`src/rtl/regfile_dump_reader.sv`:
```
// regfile_dump_reader
//
// Walks the asynchronous read port of a register file from address 0 to NUM_REGS-1
// after Start. Each {address, data} pair is streamed out through a registered
// valid/ready output stage.
//
// Ports:
//   CLK, RESET         clock and synchronous active-high reset
//   Start              dump request, sampled only while idle
//   Busy, Done         dump in progress / one-cycle completion pulse
//   rd_add, rd_data    register file read address and its combinational read data
//   Out_valid/ready    output handshake
//   Out_add, Out_data  register index and contents of the current beat
//   Out_last           final beat of the dump
//   Out_is_chk         beat carries the checksum word
//
// Optional feature: define REGFILE_DUMP_CHECKSUM_EN to append one extra beat after the
// last register. That beat carries the XOR of every register word, with Out_is_chk=1
// and Out_add=0. When the macro is undefined, Out_is_chk is tied to 0.

module regfile_dump_reader #(
    parameter int unsigned NUM_REGS = 32,
    parameter int unsigned ADDR_W   = 5,
    parameter int unsigned DATA_W   = 32
) (
    input  logic              CLK,
    input  logic              RESET,
    input  logic              Start,
    output logic              Busy,
    output logic              Done,
    output logic [ADDR_W-1:0] rd_add,
    input  logic [DATA_W-1:0] rd_data,
    output logic              Out_valid,
    input  logic              Out_ready,
    output logic [ADDR_W-1:0] Out_add,
    output logic [DATA_W-1:0] Out_data,
    output logic              Out_last,
    output logic              Out_is_chk
);

    // One extra index bit lets NUM_REGS == 2**ADDR_W terminate without wrap-around.
    localparam int unsigned IdxW    = ADDR_W + 1;
    localparam logic [IdxW-1:0] LastIdx = IdxW'(NUM_REGS - 1);

    typedef enum logic [1:0] {
        StIdle,
        StRead,
        StDrain,
        StDone
    } state_e;

    state_e            state_q, state_d;
    logic [IdxW-1:0]   idx_q, idx_d;
    logic              valid_q, valid_d;
    logic [ADDR_W-1:0] add_q, add_d;
    logic [DATA_W-1:0] data_q, data_d;
    logic              last_q, last_d;
    logic              load;

`ifdef REGFILE_DUMP_CHECKSUM_EN
    logic [DATA_W-1:0] chk_q, chk_d;
    logic              is_chk_q, is_chk_d;
`endif

    always_comb begin
        state_d = state_q;
        idx_d   = idx_q;
        valid_d = valid_q;
        add_d   = add_q;
        data_d  = data_q;
        last_d  = last_q;
        rd_add  = '0;
        load    = 1'b0;
`ifdef REGFILE_DUMP_CHECKSUM_EN
        chk_d    = chk_q;
        is_chk_d = is_chk_q;
`endif

        unique case (state_q)
            StIdle: begin
                if (Start) begin
                    state_d = StRead;
                    idx_d   = '0;
`ifdef REGFILE_DUMP_CHECKSUM_EN
                    chk_d   = '0;
`endif
                end
            end

            StRead: begin
                // The output register advances when it is empty or being drained this cycle.
                load = !valid_q || Out_ready;
`ifdef REGFILE_DUMP_CHECKSUM_EN
                if (idx_q == IdxW'(NUM_REGS)) begin
                    // All registers have been captured; emit the checksum beat.
                    if (load) begin
                        valid_d  = 1'b1;
                        data_d   = chk_q;
                        add_d    = '0;
                        last_d   = 1'b1;
                        is_chk_d = 1'b1;
                        state_d  = StDrain;
                    end
                end else begin
                    rd_add = idx_q[ADDR_W-1:0];
                    if (load) begin
                        valid_d  = 1'b1;
                        data_d   = rd_data;
                        add_d    = idx_q[ADDR_W-1:0];
                        last_d   = 1'b0;
                        is_chk_d = 1'b0;
                        chk_d    = chk_q ^ rd_data;
                        idx_d    = idx_q + IdxW'(1);
                    end
                end
`else
                rd_add = idx_q[ADDR_W-1:0];
                if (load) begin
                    valid_d = 1'b1;
                    data_d  = rd_data;
                    add_d   = idx_q[ADDR_W-1:0];
                    last_d  = (idx_q == LastIdx);
                    idx_d   = idx_q + IdxW'(1);
                    if (idx_q == LastIdx) begin
                        state_d = StDrain;
                    end
                end
`endif
            end

            StDrain: begin
                if (Out_ready) begin
                    valid_d = 1'b0;
                    state_d = StDone;
                end
            end

            StDone: begin
                // Start is deliberately not sampled here.
                state_d = StIdle;
            end

            default: state_d = StIdle;
        endcase
    end

    always_ff @(posedge CLK) begin
        if (RESET) begin
            state_q <= StIdle;
            idx_q   <= '0;
            valid_q <= 1'b0;
            add_q   <= '0;
            data_q  <= '0;
            last_q  <= 1'b0;
        end else begin
            state_q <= state_d;
            idx_q   <= idx_d;
            valid_q <= valid_d;
            add_q   <= add_d;
            data_q  <= data_d;
            last_q  <= last_d;
        end
    end

`ifdef REGFILE_DUMP_CHECKSUM_EN
    always_ff @(posedge CLK) begin
        if (RESET) begin
            chk_q    <= '0;
            is_chk_q <= 1'b0;
        end else begin
            chk_q    <= chk_d;
            is_chk_q <= is_chk_d;
        end
    end

    assign Out_is_chk = is_chk_q;
`else
    assign Out_is_chk = 1'b0;
`endif

    assign Busy      = (state_q == StRead) || (state_q == StDrain);
    assign Done      = (state_q == StDone);
    assign Out_valid = valid_q;
    assign Out_add   = add_q;
    assign Out_data  = data_q;
    assign Out_last  = last_q;

endmodule

```
`config.mk`:
```
export PLATFORM = sky130hd
export DESIGN_NAME = regfile_dump_reader
export DESIGN_NICKNAME = d
export VERILOG_FILES = /design/src/rtl/regfile_dump_reader.sv
export SDC_FILE = /design/constraint.sdc
export NUM_CORES = 1
export LEC_CHECK = 0
export ABC_AREA = 1
export BUFFER_PORTS_ARGS = -buffer_cell sky130_fd_sc_hd__buf_4
export CAP_MARGIN = 15
export CORE_MARGIN = 5
export CORE_UTILIZATION = 26
export DETAILED_ROUTE_END_ITERATION = 12
export PLACE_DENSITY = 0.48
export RECOVER_POWER = 25
export SLEW_MARGIN = 20
export SYNTH_ARGS = -nofsm -noshare
export SYNTH_HDL_FRONTEND = slang
export SYNTH_SLANG_ARGS = --single-unit
```
`constraint.sdc`:
```
create_clock -name CLK -period 2 [get_ports CLK]
set_input_delay 0.3 -clock CLK [delete_from_list [all_inputs] [get_ports CLK]]
set_output_delay 0.3 -clock CLK [all_outputs]
set_load 0.01 [all_outputs]
```
# Word-level counts from Yosys, hierarchy flattened
# Index checks and enable logic that the tools add are counted.
[totals]
out_inout_bits = 47
register_bits = 47
word_cells = 37
[classes]
addsub = 1
mux = 12
n_eq_ne = 8
n_reduce_logical = 10
[op_table]
columns = ["operator", "count"]
rows = [
  ["6-bit two-way mux", 2],
  ["6-bit case mux with 2 select lines", 1],
  ["2-bit two-way mux", 4],
  ["2-bit inequality test (second input constant)", 4],
  ["2-bit case mux with 4 select lines", 1],
  ["6-bit by 1-bit adder with 6-bit output (second input constant)", 1],
  ["6-bit by 5-bit equality test with 1-bit output (second input constant)", 1],
  ["3-bit AND reduction", 2],
  ["5-bit two-way mux", 1],
  ["2-bit equality test (second input constant)", 2],
  ["4-bit AND reduction", 1],
  ["2-bit nonzero test", 2],
  ["2-bit by 1-bit equality test with 1-bit output (second input constant)", 1],
  ["2-bit logical NOT", 1],
  ["1-bit logical OR", 2],
  ["1-bit two-way mux", 2],
  ["1-bit case mux with 2 select lines", 1],
  ["2-bit AND reduction", 1],
  ["1-bit logical NOT", 1],
]

# Logic depth before layout (Yosys ltp)
[logic_depth]
depth_word = 4
depth_mapped = 10
mapped_depth_nobuf = 9

# Worst setup path after synthesis
# OpenSTA, ideal clock, no wires.
[synth_timing]
kind = "register -> register"
from = "register state_q[1]"
to = "register state_q[0]"
path_stages_with_launch = 10
t_arrival_ns = 1.280
required_time_ns = 1.885
n_path_buf = 1
setup_time_ns = 0.115
setup_slack_ns = 0.605
path_cell_list = "dfxtp_1 inv_1 ha_1 buf_6 nand3_4 inv_1 nor2_1 nand3_1 nand2_1 nor2_1"
[synth_via]
elab_chain_len = 3
elab_cells_between_ends = 10
[synth_lines]
columns = ["item", "line_no", "source"]
rows = [
  ["start, declared", "52", "state_e state_q, state_d;"],
  ["start signal, assigned", "149", "state_q <= StIdle;"],
  ["start signal, assigned", "156", "state_q <= state_d;"],
  ["2-bit by 1-bit equality test with 1-bit output (tied with other cells)", "79", "unique case (state_q)"],
  ["2-bit inequality test (no line)", "n/a", ""],
  ["4-bit AND reduction (no line)", "n/a", ""],
]
# Several ways; a longest one is shown, not always the timed one.
# A chain may end at the register's enable or synchronous reset.

# Worst setup path in the final report
[layout_timing]
from = "register state_q[1]"
to = "output port rd_add[3]"
[layout_via]
elab_chain_len = 2
[layout_lines]
columns = ["item", "line_no", "source"]
rows = [
  ["2-bit by 1-bit equality test with 1-bit output", "79", ""],
  ["5-bit two-way mux", "79", ""],
  ["end, declared", "31", "output logic [ADDR_W-1:0] rd_add,"],
]
# Every way passes these cells.

==> flow_metrics.py <==
metrics = {
    "yosys": {
        "synthTopCellsByArea": "dfxtp_1 48%, nor2_1 16%, o21ai_0 9.4%",
        "synth_fa_ha_area_share_pct": 3.80,
        "synth-edff-count": 0,
        "synth_nets": 306,
        "synth_top_family_by_area": "simple AND/OR/NAND/NOR gates",
        "yosys.area_share.simple_pct": 27.1,
        "muxShareOfSynthArea_pct": 0,
        "synth_top_area_share_pct": 47.7,
        "async_flop_share_pct": 0,
        "synth_area_sq_mm": 0.00197,
        "netlist_instances": 264,
        "synth_compound_area_share_pct": 12.5,
        "yosysUniqueCellTypes": 23,
        "synth_xor_area_share_pct": 0,
        "ys.flop_type": "dfxtp_1",
        "synth_warnings": 0,
        "synth-seq-cells": 47,
        "synth_area_leader_cell": "dfxtp_1",
        "seq_area_frac_synth_pct": 47.7,
        "syn_avg_cell_area_sq_um": 7.48,
    },
    "sta": {
        "final-hold-violation-count": 0,
        "max_freq_mhz": 553,
        "finClkSkew_ps": 7.59,
        "finalSetupViolations": 0,
        "slew_headroom_pct": 65.2,
        "grt_setup_unrepaired": "false",
        "tns_ps": 0,
        "min_period_ps": 1810,
        "maxSlewViolCount": 0,
        "tightestPinTransition_ps": 521,
        "fin_crit_sh_pct": 90.3,
    },
    "layout": {
        "drive_gt1_share_pct": 23.7,
        "antenna_cells": 0,
        "fill_cells": 824,
        "finalNonFillerCells": 445,
        "nNetsFinal": 387,
        "areaGrowthSynthToFinish_pct": 35.9,
    },
    "die": {
        "io_pins": 83,
        "initial_core_util_pct": 26.9,
        "die_h_um": 97.1,
        "die_w_um": 97.1,
        "core_area_sq_mm": 0.00733,
        "dieArea_sq_mm": 0.00944,
        "num_rows": 31,
    },
    "global_routing": {
        "grt_max_degree": 35,
        "grt_first_pass_wirelength_um": 9090,
        "antenna_found_initial": 0,
        "gr-total-overflow": 0,
        "first_global_vias": 1907,
        "track_usage_pct": 11.4,
    },
    "detailed_routing": {
        "drt-initial-drc-count": 79,
        "wirelength_um": 5360,
        "dr.max_layer_used": "met4",
        "drcViolationCount": 0,
        "route.met3.wl_um": 391,
        "drt-wirelength-per-cell_um": 12.0,
        "vias": 1899,
        "met2_wirelength_um": 2290,
        "dr.pass1.iters": 4,
        "ant_nets": 0,
        "wl_met1_um": 2650,
        "via_per_inst": 4.27,
    },
    "worst_setup_path": {
        "cpPeakStageDelay_ps": 340,
        "r2r_cells": 7,
        "critPathBufInv": 4,
        "cp-end-kind": "output pin",
        "worstSetupPathType": "reg2out",
        "reg2reg_setup_slack_ps": 420,
        "arrival_ps": 1510,
        "worstSetupStartpointType": "flip-flop",
        "regToRegStartpoint": "state_q[1]$_SDFFE_PP0P_",
        "crit_family": "buffers and inverters",
        "crit_chain": "inv_1, ha_1, buf_4, nand2_1, inv_1, buf_4",
        "crit_required_ps": 1700,
        "reg2reg_to": "Out_data[14]$_SDFFE_PP0P_",
        "crit_fanout": 9,
        "critical_path.slowest_cell": "dfxtp_1",
    },
    "placement": {
        "gp_congestion": 0.785,
        "dp.cells": 437,
        "io_buffers": 81,
        "place_hpwl_um": 3960,
    },
    "cts": {
        "cts_root_buf": "clkbuf_8",
        "h-tree-depth": 2,
        "numClockSinks": 47,
        "clkTransAtPathRegs_ps": 90,
        "cts.path.max_buffers": 2,
        "cts_tree": "built",
        "cts_hold_buf": 0,
        "cts_buffers": 5,
        "clk_latency_ps": 290,
        "cts_resized": 0,
        "post_cts_buffers": 0,
    },
    "pwr": {
        "irDropWorstVdd_uv": 614,
        "leakage_nw": 1.26,
        "pwr-share-seq_pct": 38.3,
        "switchingPower_mw": 1.55,
        "pwr-share-comb_pct": 46.0,
        "intPower_mw": 2.23,
        "swShare_pct": 41.0,
        "cellPowerDensity_mw_per_mm2": 1410,
        "clockPowerShare_pct": 15.7,
    },
    "worst_hold_path": {
        "holdPathStages": 2,
        "min_to": "idx_q[4]$_SDFFE_PP0P_",
        "worstHoldPathType": "in2reg",
        "min_from": "RESET",
    },
    "status": {
        "status": "finished, final reports clean",
    },
    "job": {
        "cap_violations": 0,
    },
}
==> layout by cell type (no fill, tap or decap), types with 6 or more instances in the layout <==
cell type	netlist	layout
ha_1	6	6
nor2_1	85	85
dfxtp_1	47	47
buf_4	1	64
nand2_1	26	26
clkbuf_8	0	6
a21oi_1	6	6
o21ai_0	37	37
nand3_1	6	6
clkbuf_1	3	24
inv_1	21	21
==> worst max-delay path by stage <==
stage	startpoint	end	cells after the start
2_1_floorplan	state_q[1]$_SDFFE_PP0P_	state_q[0]$_SDFFE_PP0P_	9
3_3_place_gp	state_q[1]$_SDFFE_PP0P_	idx_q[0]$_SDFFE_PP0P_	8
3_5_place_dp	state_q[1]$_SDFFE_PP0P_	Out_data[14]$_SDFFE_PP0P_	7
4_1_cts	state_q[1]$_SDFFE_PP0P_	rd_add[3]	6
5_1_grt	state_q[1]$_SDFFE_PP0P_	rd_add[3]	6
6_report	state_q[1]$_SDFFE_PP0P_	rd_add[3]	6
==> per-stage QoR <==
step                      power [mW]  instance area (sq um)  utilization [%]  worst slack [ps]  hold slack [ps]
after CTS                       4.00                   2770             37.8               161              206
after floorplan                 2.62                   1970                -               605              369
final                           3.78                   2680             36.6               193              221
after global routing            4.17                   2680             36.6              23.7              207
after global placement          3.37                   2680             36.5               456              467
after detailed placement        3.38                   2680             36.5               402              474
==> logic make-up (layout without fill, tap and decap cells) <==
kind of cell	after synthesis	after routing
buffers and inverters	37	119
AO/OA/AOI/OAI	47	47
flip-flops	47	47
other	1	1
AND/OR/NAND/NOR	126	126
adder cells (fa/ha/maj)	6	6
==> area by class of cell <==
cell class	instances	area (sq um)	share of cell area, %
inverters	24	95.1	3.54
flip-flops and latches	47	941	35.1
clock inverters	1	8.76	0.326
well taps	99	124	4.62
clock buffers	7	86.3	3.22
repair buffers	87	567	21.1
multi-input cells	180	862	32.1
==> worst register-to-register path, stage by stage (launching register included) <==
cell and delay [ps]:
dfxtp_1 340, inv_1 110, ha_1 290, nand2_4 70, inv_2 310, buf_4 260, nor2_1 60, nor2_1 90
==> sequential cells by signal (all words and copies together) (netlist names) <==
signal     count
idx_q          6
Out_valid      1
Out_add        5
Out_data      32
Out_last       1
state_q        2
==> power groups by stage <==
stage	clock [mW]	combinational (mW)	sequential, mW
2_1_floorplan	0	1.04	1.58
3_3_place_gp	0	1.90	1.47
3_5_place_dp	0	1.90	1.48
4_1_cts	0.638	1.90	1.46
5_1_grt	0.668	2.00	1.50
6_report	0.595	1.74	1.45
==> layer usage <==
layer | global-route usage, % | vias up
met5 | 0 | -
li1 | - | 986
met1 | 14.9 | 849
met3 | 4.16 | 2
met4 | 2.92 | 0
met2 | 17.8 | 62
==> Yosys cell counts (2+ instances only) <==
master and count:
nor2_1 85, dfxtp_1 47, o21ai_0 37, nand2_1 26, inv_1 21, buf_2 7, a21oi_1 6, ha_1 6
nand3_1 6, clkbuf_1 3, a211oi_1 2, buf_6 2, inv_2 2, nand2_4 2, nand3_4 2, nand4_1 2
nor2_2 2
Note: power is estimated with default switching activity, not from simulation.
